**src/rtl/mux3_arb_pkg.sv**
```systemverilog
// rtl/mux3_arb_pkg.sv - shared types, constants and rotated-priority helper for mux3_rr_arbiter
// Contents: state_e (IDLE/BUSY), SEL_NONE, NUM_REQ, PTR_RESET, prio_idx().
package mux3_arb_pkg;

    localparam int         NUM_REQ   = 3;
    localparam logic [1:0] SEL_NONE  = 2'd3;
    // Last-granted index after reset; 2 makes requester 0 the first winner.
    localparam logic [1:0] PTR_RESET = 2'd2;

    typedef enum logic {
        IDLE = 1'b0,
        BUSY = 1'b1
    } state_e;

    // Requester index holding priority rank 'rank' (0 = highest) when 'ptr'
    // was granted last: (ptr + 1 + rank) mod 3. With ptr, rank <= 2 the sum
    // is at most 5, so a single conditional subtraction is enough.
    function automatic logic [1:0] prio_idx(input logic [1:0] ptr, input logic [1:0] rank);
        logic [2:0] sum;
        sum = {1'b0, ptr} + {1'b0, rank} + 3'd1;
        if (sum >= 3'd3) begin
            sum = sum - 3'd3;
        end
        return sum[1:0];
    endfunction

endpackage

```
**src/rtl/mux3_rr_arbiter_if.sv**
```systemverilog
// rtl/mux3_rr_arbiter_if.sv - requester/consumer bundle for mux3_rr_arbiter
// Signals: req, data0..2, ack (requesters); y, y_valid, y_ready, sel (consumer);
// lock only when MUX3_ARB_LOCK_EN is defined.
// Modports: master = bench/producers+consumer side, slave = arbiter side.
interface mux3_rr_arbiter_if
    import mux3_arb_pkg::*;
#(
    parameter int WIDTH = 8
);
    logic [NUM_REQ-1:0] req;
    logic [WIDTH-1:0]   data0;
    logic [WIDTH-1:0]   data1;
    logic [WIDTH-1:0]   data2;
    logic [NUM_REQ-1:0] ack;
    logic [WIDTH-1:0]   y;
    logic               y_valid;
    logic               y_ready;
    logic [1:0]         sel;
`ifdef MUX3_ARB_LOCK_EN
    logic [NUM_REQ-1:0] lock;

    modport master (output req, data0, data1, data2, y_ready, lock,
                    input  ack, y, y_valid, sel);
    modport slave  (input  req, data0, data1, data2, y_ready, lock,
                    output ack, y, y_valid, sel);
`else
    modport master (output req, data0, data1, data2, y_ready,
                    input  ack, y, y_valid, sel);
    modport slave  (input  req, data0, data1, data2, y_ready,
                    output ack, y, y_valid, sel);
`endif
endinterface

```
**src/rtl/mux3_rr_arbiter_mux.sv**
```systemverilog
// rtl/mux3_rr_arbiter_mux.sv - 3:1 selection datapath built as a two-stage 2:1 mux tree
// Ports: sel_i (0..2), d0_i/d1_i/d2_i (WIDTH), y_o (WIDTH). sel_i=3 yields d2_i.
module mux3_tree #(
    parameter int WIDTH = 8
) (
    input  logic [1:0]       sel_i,
    input  logic [WIDTH-1:0] d0_i,
    input  logic [WIDTH-1:0] d1_i,
    input  logic [WIDTH-1:0] d2_i,
    output logic [WIDTH-1:0] y_o
);
    logic [WIDTH-1:0] stage1;

    assign stage1 = sel_i[0] ? d1_i : d0_i;
    assign y_o    = sel_i[1] ? d2_i : stage1;

endmodule

```
**src/rtl/mux3_rr_arbiter_pick.sv**
```systemverilog
// rtl/mux3_rr_arbiter_pick.sv - combinational rotated-priority picker rr_pick3
// Ports: req_i[2:0], ptr_i (last grant), lock_i/owner_i (MUX3_ARB_LOCK_EN only),
//        grant_o (winning index, meaningful only when any_req_o), any_req_o.
module rr_pick3
    import mux3_arb_pkg::*;
(
    input  logic [NUM_REQ-1:0] req_i,
    input  logic [1:0]         ptr_i,
`ifdef MUX3_ARB_LOCK_EN
    input  logic [NUM_REQ-1:0] lock_i,
    input  logic [1:0]         owner_i,
`endif
    output logic [1:0]         grant_o,
    output logic               any_req_o
);
    logic [1:0] p0;
    logic [1:0] p1;
    logic [1:0] p2;
    logic [1:0] rr_grant;

    assign p0 = prio_idx(ptr_i, 2'd0);
    assign p1 = prio_idx(ptr_i, 2'd1);
    assign p2 = prio_idx(ptr_i, 2'd2);

    // p2 is the fallback: either it is the only requester left or nobody
    // requests and the grant is ignored.
    always_comb begin
        rr_grant = p2;
        if (req_i[p0]) begin
            rr_grant = p0;
        end else if (req_i[p1]) begin
            rr_grant = p1;
        end
    end

`ifdef MUX3_ARB_LOCK_EN
    logic owner_keep;
    // Only the current owner of y may hold on to the channel.
    assign owner_keep = (owner_i != SEL_NONE) && lock_i[owner_i] && req_i[owner_i];
    assign grant_o    = owner_keep ? owner_i : rr_grant;
`else
    assign grant_o    = rr_grant;
`endif

    assign any_req_o = |req_i;

endmodule

```
**src/rtl/mux3_rr_arbiter.sv**
```systemverilog
// rtl/mux3_rr_arbiter.sv - round-robin arbiter sharing one registered output among three requesters
// Ports: clk_i, rst_i (sync, active-high), bus (mux3_rr_arbiter_if.slave).
// Optional feature: define MUX3_ARB_LOCK_EN to add bus.lock (owner keeps the grant).
module mux3_rr_arbiter
    import mux3_arb_pkg::*;
#(
    parameter int WIDTH = 8
) (
    input  logic             clk_i,
    input  logic             rst_i,
    mux3_rr_arbiter_if.slave bus
);
    state_e           state_q;
    logic [WIDTH-1:0] y_q;
    logic [1:0]       sel_q;
    logic [1:0]       ptr_q;

    logic [1:0]       grant;
    logic             any_req;
    logic             free;
    logic             load;
    logic [WIDTH-1:0] mux_y;

    rr_pick3 u_pick (
        .req_i     (bus.req),
        .ptr_i     (ptr_q),
`ifdef MUX3_ARB_LOCK_EN
        .lock_i    (bus.lock),
        .owner_i   (sel_q),
`endif
        .grant_o   (grant),
        .any_req_o (any_req)
    );

    mux3_tree #(.WIDTH(WIDTH)) u_mux (
        .sel_i (grant),
        .d0_i  (bus.data0),
        .d1_i  (bus.data1),
        .d2_i  (bus.data2),
        .y_o   (mux_y)
    );

    // The register can take a new word when empty or when its word leaves
    // this cycle. Reset suppresses load so no ack escapes during reset.
    assign free    = (state_q == IDLE) || bus.y_ready;
    assign load    = free && any_req && !rst_i;
    assign bus.ack = load ? (3'b001 << grant) : 3'b000;

    always_ff @(posedge clk_i) begin
        if (rst_i) begin
            state_q <= IDLE;
            y_q     <= '0;
            sel_q   <= SEL_NONE;
            ptr_q   <= PTR_RESET;
        end else begin
            case (state_q)
                IDLE: begin
                    if (load) begin
                        y_q     <= mux_y;
                        sel_q   <= grant;
                        ptr_q   <= grant;
                        state_q <= BUSY;
                    end
                end
                BUSY: begin
                    if (bus.y_ready) begin
                        if (load) begin
                            y_q   <= mux_y;
                            sel_q <= grant;
                            ptr_q <= grant;
                        end else begin
                            sel_q   <= SEL_NONE;
                            state_q <= IDLE;
                        end
                    end
                end
                default: state_q <= IDLE;
            endcase
        end
    end

    assign bus.y       = y_q;
    assign bus.y_valid = (state_q == BUSY);
    assign bus.sel     = sel_q;

endmodule

```
**src/flat_wrapper.sv**
```systemverilog
// flat-port wrapper written by rule: the top's interface ports become plain ports
module mux3_rr_arbiter_flat import mux3_arb_pkg::*;
#(
    parameter int WIDTH = 8
)
  (clk_i, rst_i, bus_req, bus_data0, bus_data1, bus_data2, bus_y_ready, bus_ack, bus_y, bus_y_valid, bus_sel);
  mux3_rr_arbiter_if #(.WIDTH(WIDTH)) bus_i ();
  input  logic clk_i;
  input  logic rst_i;
  input wire logic [$bits(bus_i.req)-1:0] bus_req;
  input wire logic [$bits(bus_i.data0)-1:0] bus_data0;
  input wire logic [$bits(bus_i.data1)-1:0] bus_data1;
  input wire logic [$bits(bus_i.data2)-1:0] bus_data2;
  input wire logic [$bits(bus_i.y_ready)-1:0] bus_y_ready;
  output wire logic [$bits(bus_i.ack)-1:0] bus_ack;
  output wire logic [$bits(bus_i.y)-1:0] bus_y;
  output wire logic [$bits(bus_i.y_valid)-1:0] bus_y_valid;
  output wire logic [$bits(bus_i.sel)-1:0] bus_sel;
  assign bus_i.req = bus_req;
  assign bus_i.data0 = bus_data0;
  assign bus_i.data1 = bus_data1;
  assign bus_i.data2 = bus_data2;
  assign bus_i.y_ready = bus_y_ready;
  assign bus_ack = bus_i.ack;
  assign bus_y = bus_i.y;
  assign bus_y_valid = bus_i.y_valid;
  assign bus_sel = bus_i.sel;
  mux3_rr_arbiter #(.WIDTH(WIDTH)) u_core (.clk_i(clk_i), .rst_i(rst_i), .bus(bus_i));
endmodule
```
**config.mk**
```make
export PLATFORM = sky130hd
export DESIGN_NAME = mux3_rr_arbiter_flat
export DESIGN_NICKNAME = d
export VERILOG_FILES = /design/src/rtl/mux3_arb_pkg.sv /design/src/rtl/mux3_rr_arbiter_if.sv /design/src/rtl/mux3_rr_arbiter_mux.sv /design/src/rtl/mux3_rr_arbiter_pick.sv /design/src/rtl/mux3_rr_arbiter.sv /design/src/flat_wrapper.sv
export SDC_FILE = /design/constraint.sdc
export NUM_CORES = 1
export LEC_CHECK = 0
export BUFFER_PORTS_ARGS = -buffer_cell sky130_fd_sc_hd__buf_2
export CORE_ASPECT_RATIO = 1.25
export CORE_MARGIN = 4
export CORE_UTILIZATION = 45
export CTS_CLUSTER_SIZE = 8
export DETAILED_ROUTE_END_ITERATION = 6
export PLACE_DENSITY = 0.77
export SLEW_MARGIN = 30
export SYNTH_ARGS = -nofsm -noshare
export SYNTH_HDL_FRONTEND = slang
export SYNTH_SLANG_ARGS = --single-unit
```
**constraint.sdc**
```tcl
create_clock -name clk_i -period 2.8 [get_ports clk_i]
set_input_delay 0.14 -clock clk_i [delete_from_list [all_inputs] [get_ports clk_i]]
set_output_delay 0.14 -clock clk_i [all_outputs]
set_load 0.005 [all_outputs]
```
=== Word level (Yosys, flattened, before mapping) ===
Index checks and enable logic that the tools add are counted.

* Register bits: 13
* Input bits: 30

* Add/subtract/negate cells: 7
* Order comparisons: 5
* Eq/ne operators: 2
* Shift-type cells: 1
* Muxes and demuxes: 25
* Bitwise gates (word level): 1
* Reductions and logical operators: 6

{| class="wikitable"
|+ Operators by type and width
! operator !! count
|-
| 8-bit two-way mux || 4
|-
| 2-bit two-way mux || 10
|-
| 8-bit one-hot mux with 2 select lines || 1
|-
| 3-bit by 2-bit >= comparator with 1-bit output (second input constant) || 3
|-
| 2-bit one-hot mux with 2 select lines || 2
|-
| 3-bit by 1-bit adder with 3-bit output (second input constant) || 2
|-
| 2-bit by 3-bit < comparator with 1-bit output (second input constant) || 2
|-
| 2-bit subtractor (second input constant) || 3
|-
| 1-bit binary-select mux with 2-bit select || 2
|-
| 1-bit two-way mux || 4
|-
| 2-bit by 1-bit adder with 3-bit output (second input constant) || 1
|-
| 2-bit by 2-bit adder with 3-bit output (second input constant) || 1
|-
| 3-bit two-way mux || 1
|-
| 3-bit OR reduction || 1
|-
| 1-bit by 2-bit << shifter with 3-bit output (first input constant) || 1
|-
| 1-bit logical AND || 2
|-
| 2-bit by 1-bit inequality test with 1-bit output (second input constant) || 1
|-
| 2-bit inequality test (second input constant) || 1
|-
| 1-bit one-hot mux with 2 select lines || 1
|-
| 2-bit AND reduction || 1
|-
| 1-bit logical NOT || 1
|-
| 1-bit logical OR || 1
|-
| 1-bit inverter || 1
|}

=== Depth between registers and ports, before layout ===
* Word-level depth: 13
* Gate-level depth with buffers: 9

=== Hierarchy ===
Synthesis repeated with hierarchy kept, for this count alone.

* Cell total of the unflattened synthesis: 111
* Area, all modules: 969.7 µm²

{| class="wikitable"
|+ Modules (own cells, without submodules)
! module !! instances !! cells each !! area each (µm²) !! seq. area each (µm²)
|-
| mux3_rr_arbiter || 1 || 63 || 628.1 || 260.2
|-
| mux3_tree || 1 || 26 || 172.7 || 0.0
|-
| rr_pick3 || 1 || 22 || 168.9 || 0.0
|}

=== Worst setup path before layout ===
Ideal clock, no wire load.

* Kind: reg-to-reg
* Start: reg u_core.ptr_q[0]
* End: reg u_core.y_q[0], in the netlist u_core.bus.y[0]
* Arrival: 1.991 ns
* Path slack: 0.740 ns
* Cell stages (with the launch flop): 9
* Buffers on the path: 1
* Cells stage by stage: dfxtp_1 -> inv_1 -> ha_1 -> nor3b_4 -> a211oi_4 -> or3_1 -> buf_6 -> o2111a_1 -> o21ai_1

* Word-level cells in the longest chain between the ends: 13
* Elaborated cells on any way between the ends: 24
* Those cells by class: add/sub: 7; order compare: 3; mux: 14

{| class="wikitable"
|+ RTL lines
! what !! RTL line !! RTL
|-
| from (decl) || mux3_rr_arbiter.sv:16 || <nowiki>logic [1:0] ptr_q;</nowiki>
|-
| from (signal assigned) || mux3_rr_arbiter.sv:61 || <nowiki>ptr_q <= grant;</nowiki>
|-
| from (signal assigned) || mux3_rr_arbiter.sv:70 || <nowiki>ptr_q <= grant;</nowiki>
|-
| 2-bit by 1-bit adder with 3-bit output || mux3_arb_pkg.sv:20 || <nowiki>sum = {1'b0, ptr} + {1'b0, rank} + 3'd1;</nowiki>
|-
| 3-bit by 1-bit adder with 3-bit output || mux3_arb_pkg.sv:20 ||
|-
| 3-bit by 2-bit >= comparator with 1-bit output or 2-bit subtractor (tied branches) || mux3_arb_pkg.sv:21, mux3_arb_pkg.sv:22 ||
|-
| 2-bit two-way mux || mux3_arb_pkg.sv:21 || <nowiki>if (sum >= 3'd3) begin</nowiki>
|-
| 1-bit binary-select mux with 2-bit select || mux3_rr_arbiter_pick.sv:31 || <nowiki>end else if (req_i[p1]) begin</nowiki>
|-
| 1-bit two-way mux (implied by the code) || mux3_rr_arbiter_pick.sv:31 ||
|-
| 2-bit two-way mux || mux3_rr_arbiter_pick.sv:31 ||
|-
| 2-bit two-way mux (*) || mux3_rr_arbiter_pick.sv:29 || <nowiki>if (req_i[p0]) begin</nowiki>
|-
| 8-bit two-way mux || mux3_rr_arbiter_mux.sv:14 || <nowiki>assign stage1 = sel_i[0] ? d1_i : d0_i;</nowiki>
|-
| 8-bit two-way mux (*) || mux3_rr_arbiter_mux.sv:15 || <nowiki>assign y_o = sel_i[1] ? d2_i : stage1;</nowiki>
|-
| 8-bit two-way mux (*) || mux3_rr_arbiter.sv:58, mux3_rr_arbiter.sv:67 ||
|-
| 8-bit two-way mux || mux3_rr_arbiter.sv:66 || <nowiki>if (bus.y_ready) begin</nowiki>
|-
| 8-bit one-hot mux with 2 select lines (*) || mux3_rr_arbiter.sv:56 || <nowiki>case (state_q)</nowiki>
|-
| to (signal assigned) || mux3_rr_arbiter.sv:59 || <nowiki>y_q <= mux_y;</nowiki>
|-
| to (signal assigned) || mux3_rr_arbiter.sv:68 || <nowiki>y_q <= mux_y;</nowiki>
|-
| to (decl) || mux3_rr_arbiter.sv:14 || <nowiki>logic [WIDTH-1:0] y_q;</nowiki>
|}

Every way passes the cells marked *; elsewhere a longest branch is shown, timed or not. The select of a mux whose other input is x is not followed.
A chain may end at the register's enable or synchronous reset.

=== Worst setup path after layout ===
* Start: reg u_core.ptr_q[0]
* End: out bus_ack[1]

* Word-level cells in the longest chain between the ends: 10
* Elaborated cells on any way between the ends: 21
* Those cells by class: add/sub: 7; order compare: 3; shift: 1; mux: 10

{| class="wikitable"
|+ RTL lines
! what !! RTL line !! RTL
|-
| 2-bit by 1-bit adder with 3-bit output || mux3_arb_pkg.sv:20 ||
|-
| 3-bit by 1-bit adder with 3-bit output || mux3_arb_pkg.sv:20 ||
|-
| 3-bit by 2-bit >= comparator with 1-bit output or 2-bit subtractor (tied branches) || mux3_arb_pkg.sv:21, mux3_arb_pkg.sv:22 ||
|-
| 2-bit two-way mux || mux3_arb_pkg.sv:21 ||
|-
| 1-bit binary-select mux with 2-bit select || mux3_rr_arbiter_pick.sv:31 ||
|-
| 1-bit two-way mux (implied by the code) || mux3_rr_arbiter_pick.sv:31 ||
|-
| 2-bit two-way mux || mux3_rr_arbiter_pick.sv:31 ||
|-
| 2-bit two-way mux (*) || mux3_rr_arbiter_pick.sv:29 ||
|-
| 1-bit by 2-bit << shifter with 3-bit output (*) || mux3_rr_arbiter.sv:47 || <nowiki>assign bus.ack = load ? (3'b001 << grant) : 3'b000;</nowiki>
|-
| 3-bit two-way mux (*) || mux3_rr_arbiter.sv:47 ||
|-
| to (decl) || flat_wrapper.sv:15 || <nowiki>output wire logic [$bits(bus_i.ack)-1:0] bus_ack;</nowiki>
|}

Marked as above.

==> out/qor.yml <==
die_area_sq_um: 3050
max_clock_freq_mhz: 394
initial_core_util: 0.490
startpoint_type: "flip-flop"
insertedDiodeCount: 0
max_slew.worst_pin.slew_ps: 605
synth_warnings: 0
drive_above_1_share: 0.324
vias_per_cell: 5.68
die_x_um: 50.2
end_kind: "primary output"
setup_violations: 0
cts_buffer_depth: 2
synth_top_area_cell: "dfxtp_1"
ant_nets: 0
p_leak_nw: 0.565
io_pins: 44
cts_buffers: 3
finalCritPeriodShare: 0.906
synth.most_common_cell: "nand2_1"
synthTopCellsByCount: "nand2_1 (19), dfxtp_1 (13), a22oi_1 (9), o21ai_1 (9)"
grt_overflow: 0
grt_max_degree: 13
dp_hpwl_um: 2200
synthCells: 126
power.density_nw_per_um2: 994
cts_tree: "built"
syn_nets: 160
critPathMaxFanout: 11
synthFlopType: "dfxtp_1"
hp-class: "in -> reg"
path_buf_inv: 2
cts_sinks: 13
ir_drop_mv: 0.580
cts-root-buf: "clkbuf_4"
maxSlewViolCount: 0
drc_errors: 0
io_buffers: 43
cp_slowest_cell: "ha_2"
cpPeakStageDelay_ps: 400
syn_area_per_cell_sq_um: 7.96
finalNetCount: 205
synthArstFlopShare: 0
fin_skew_ps: 1.11
synthTopCellsByArea: "dfxtp_1 (26%), o2111a_1 (9.0%), nand2_1 (7.1%)"
drt-pass1-iter-count: 4
drt_iter0_drc: 43
grt_setup_unrepaired: "no"
placed_cells: 194
period_needed_ps: 2540
fillers: 199
cp.arrival_ps: 2400
crit_family: "compound AO/OA/AOI/OAI gates"
yosysUniqueCellTypes: 32
finalHoldViolations: 0
grt_pass1_vias: 1062
wl_um: 2770
track_usage: 0.183
antenna_found_initial: 0
ctsHoldBuffers: 0
slew-limit-headroom: 0.594
synth_top_area_frac: 0.259
gp_congestion: 0.798
yosysSeqAreaShare: 0.259
cp.required_ps: 2660
total_power_mw: 1.27
clock_latency_ps: 270
synth_edf_count: 0
fin_cells: 200
final_util: 0.624
tns_ps: 0
vias: 1135
status: "finished, final reports clean"
syn_to_final_growth_pct: 27.4
hold_ws_ps: 102
h-tree-depth: 1
num_rows: 18
core_area_sq_um: 2050
ys_seq_elements: 13
criticalPathCategory: "reg -> out"
wire_per_inst_um: 13.9
die_h_um: 60.8
syn_area_sq_um: 1000
grt_pass1_wl_um: 4440
maxCapViolCount: 0
cts.clk_slew.worst_paths_ps: 80
path_cells: "inv_1 -> ha_2 -> nor3b_4 -> o21ai_1 -> a21oi_1 -> nor2b_1 -> buf_2"
[state kept, by name (all words and copies together), names as in the netlist]
register,flops
u_core.bus.y,8
u_core.ptr_q,2
u_core.bus.sel,2
u_core.bus.y_valid,1
[through the flow]
stage / setup slack [ps] / cell area, sq um
floorplan: 740 / 1000
global route: 101 / 1280
CTS: 156 / 1260
global placement: 459 / 1230
detailed placement: 368 / 1230
finish: 262 / 1280
[metal layers]
metal	GRT usage	up-vias	wire length, um
met4	0.0711	0	41
met1	0.216	507	1130
li1	-	562	-
met5	0	-	0
met3	0.0541	7	267
met2	0.312	59	1340
[worst register-to-register path, delay by kind of cell, from the launching register on]
family	cells	cell delay, ps
buffers and inverters	2	360
AO/OA/AOI/OAI	3	540
flip-flops	1	340
adder cells (fa/ha/maj)	1	400
AND/OR/NAND/NOR	2	800
[cells by family (layout without fill, tap and decap cells)]
logic type                 Yosys count  count (layout)  synth area share
adders and majority gates            4               4            0.0499
and+or+nand+nor                     42              42             0.213
buffers and inverters               11              55            0.0549
AOI/OAI and AO/OA                   54              54             0.398
muxes                                2               2            0.0249
DFF                                 13              13             0.259
[cell type report]
class / instances / area [sq um] / share of cell area
Sequential cell: 13 / 260 / 0.204
Inverter: 3 / 11.3 / 0.00881
Tap cell: 30 / 37.5 / 0.0294
Timing Repair Buffer: 48 / 253 / 0.198
Clock buffer: 4 / 26.3 / 0.0205
Multi-Input combinational cell: 102 / 691 / 0.540
[final timing paths]
path                                      start  cells after the start                 end  slack, ps
worst min-delay path                      rst_i                      2  u_core.bus.y_valid        100
worst max-delay path            u_core.ptr_q[0]                      7          bus_ack[1]        260
worst min register to register  u_core.bus.y[2]                      2     u_core.bus.y[2]        460
worst max register to register  u_core.ptr_q[0]                      8     u_core.bus.y[1]        300
[where the power goes]
group	switching (mW)	leakage, nW	internal, mW	total [mW]
clock	0.0622	0.0150	0.0552	0.117
combinational	0.476	0.442	0.377	0.853
sequential	0.0402	0.108	0.260	0.301
total	0.579	0.565	0.692	1.27
[cell usage in the layout (no fill, tap or decap), types with 3 or more instances in the layout]
| cell type | n |
|---|---|
| o211ai_1 | 8 |
| ha_1 | 3 |
| inv_1 | 3 |
| nor3_1 | 4 |
| o21ai_0 | 8 |
| dfxtp_1 | 13 |
| o21ai_1 | 9 |
| clkbuf_4 | 3 |
| a21oi_1 | 5 |
| buf_2 | 43 |
| buf_4 | 5 |
| nor2_1 | 3 |
| o2111a_1 | 8 |
| a22oi_1 | 9 |
| nand2b_1 | 4 |
| nand2_1 | 19 |
| nor2b_1 | 6 |
[repair_timing]
item                                    CTS  global route
setup buffers                             0             2
resized for setup                         0             1
endpoints found under the setup margin    0             3
Note: power is estimated with default switching activity, not from simulation.
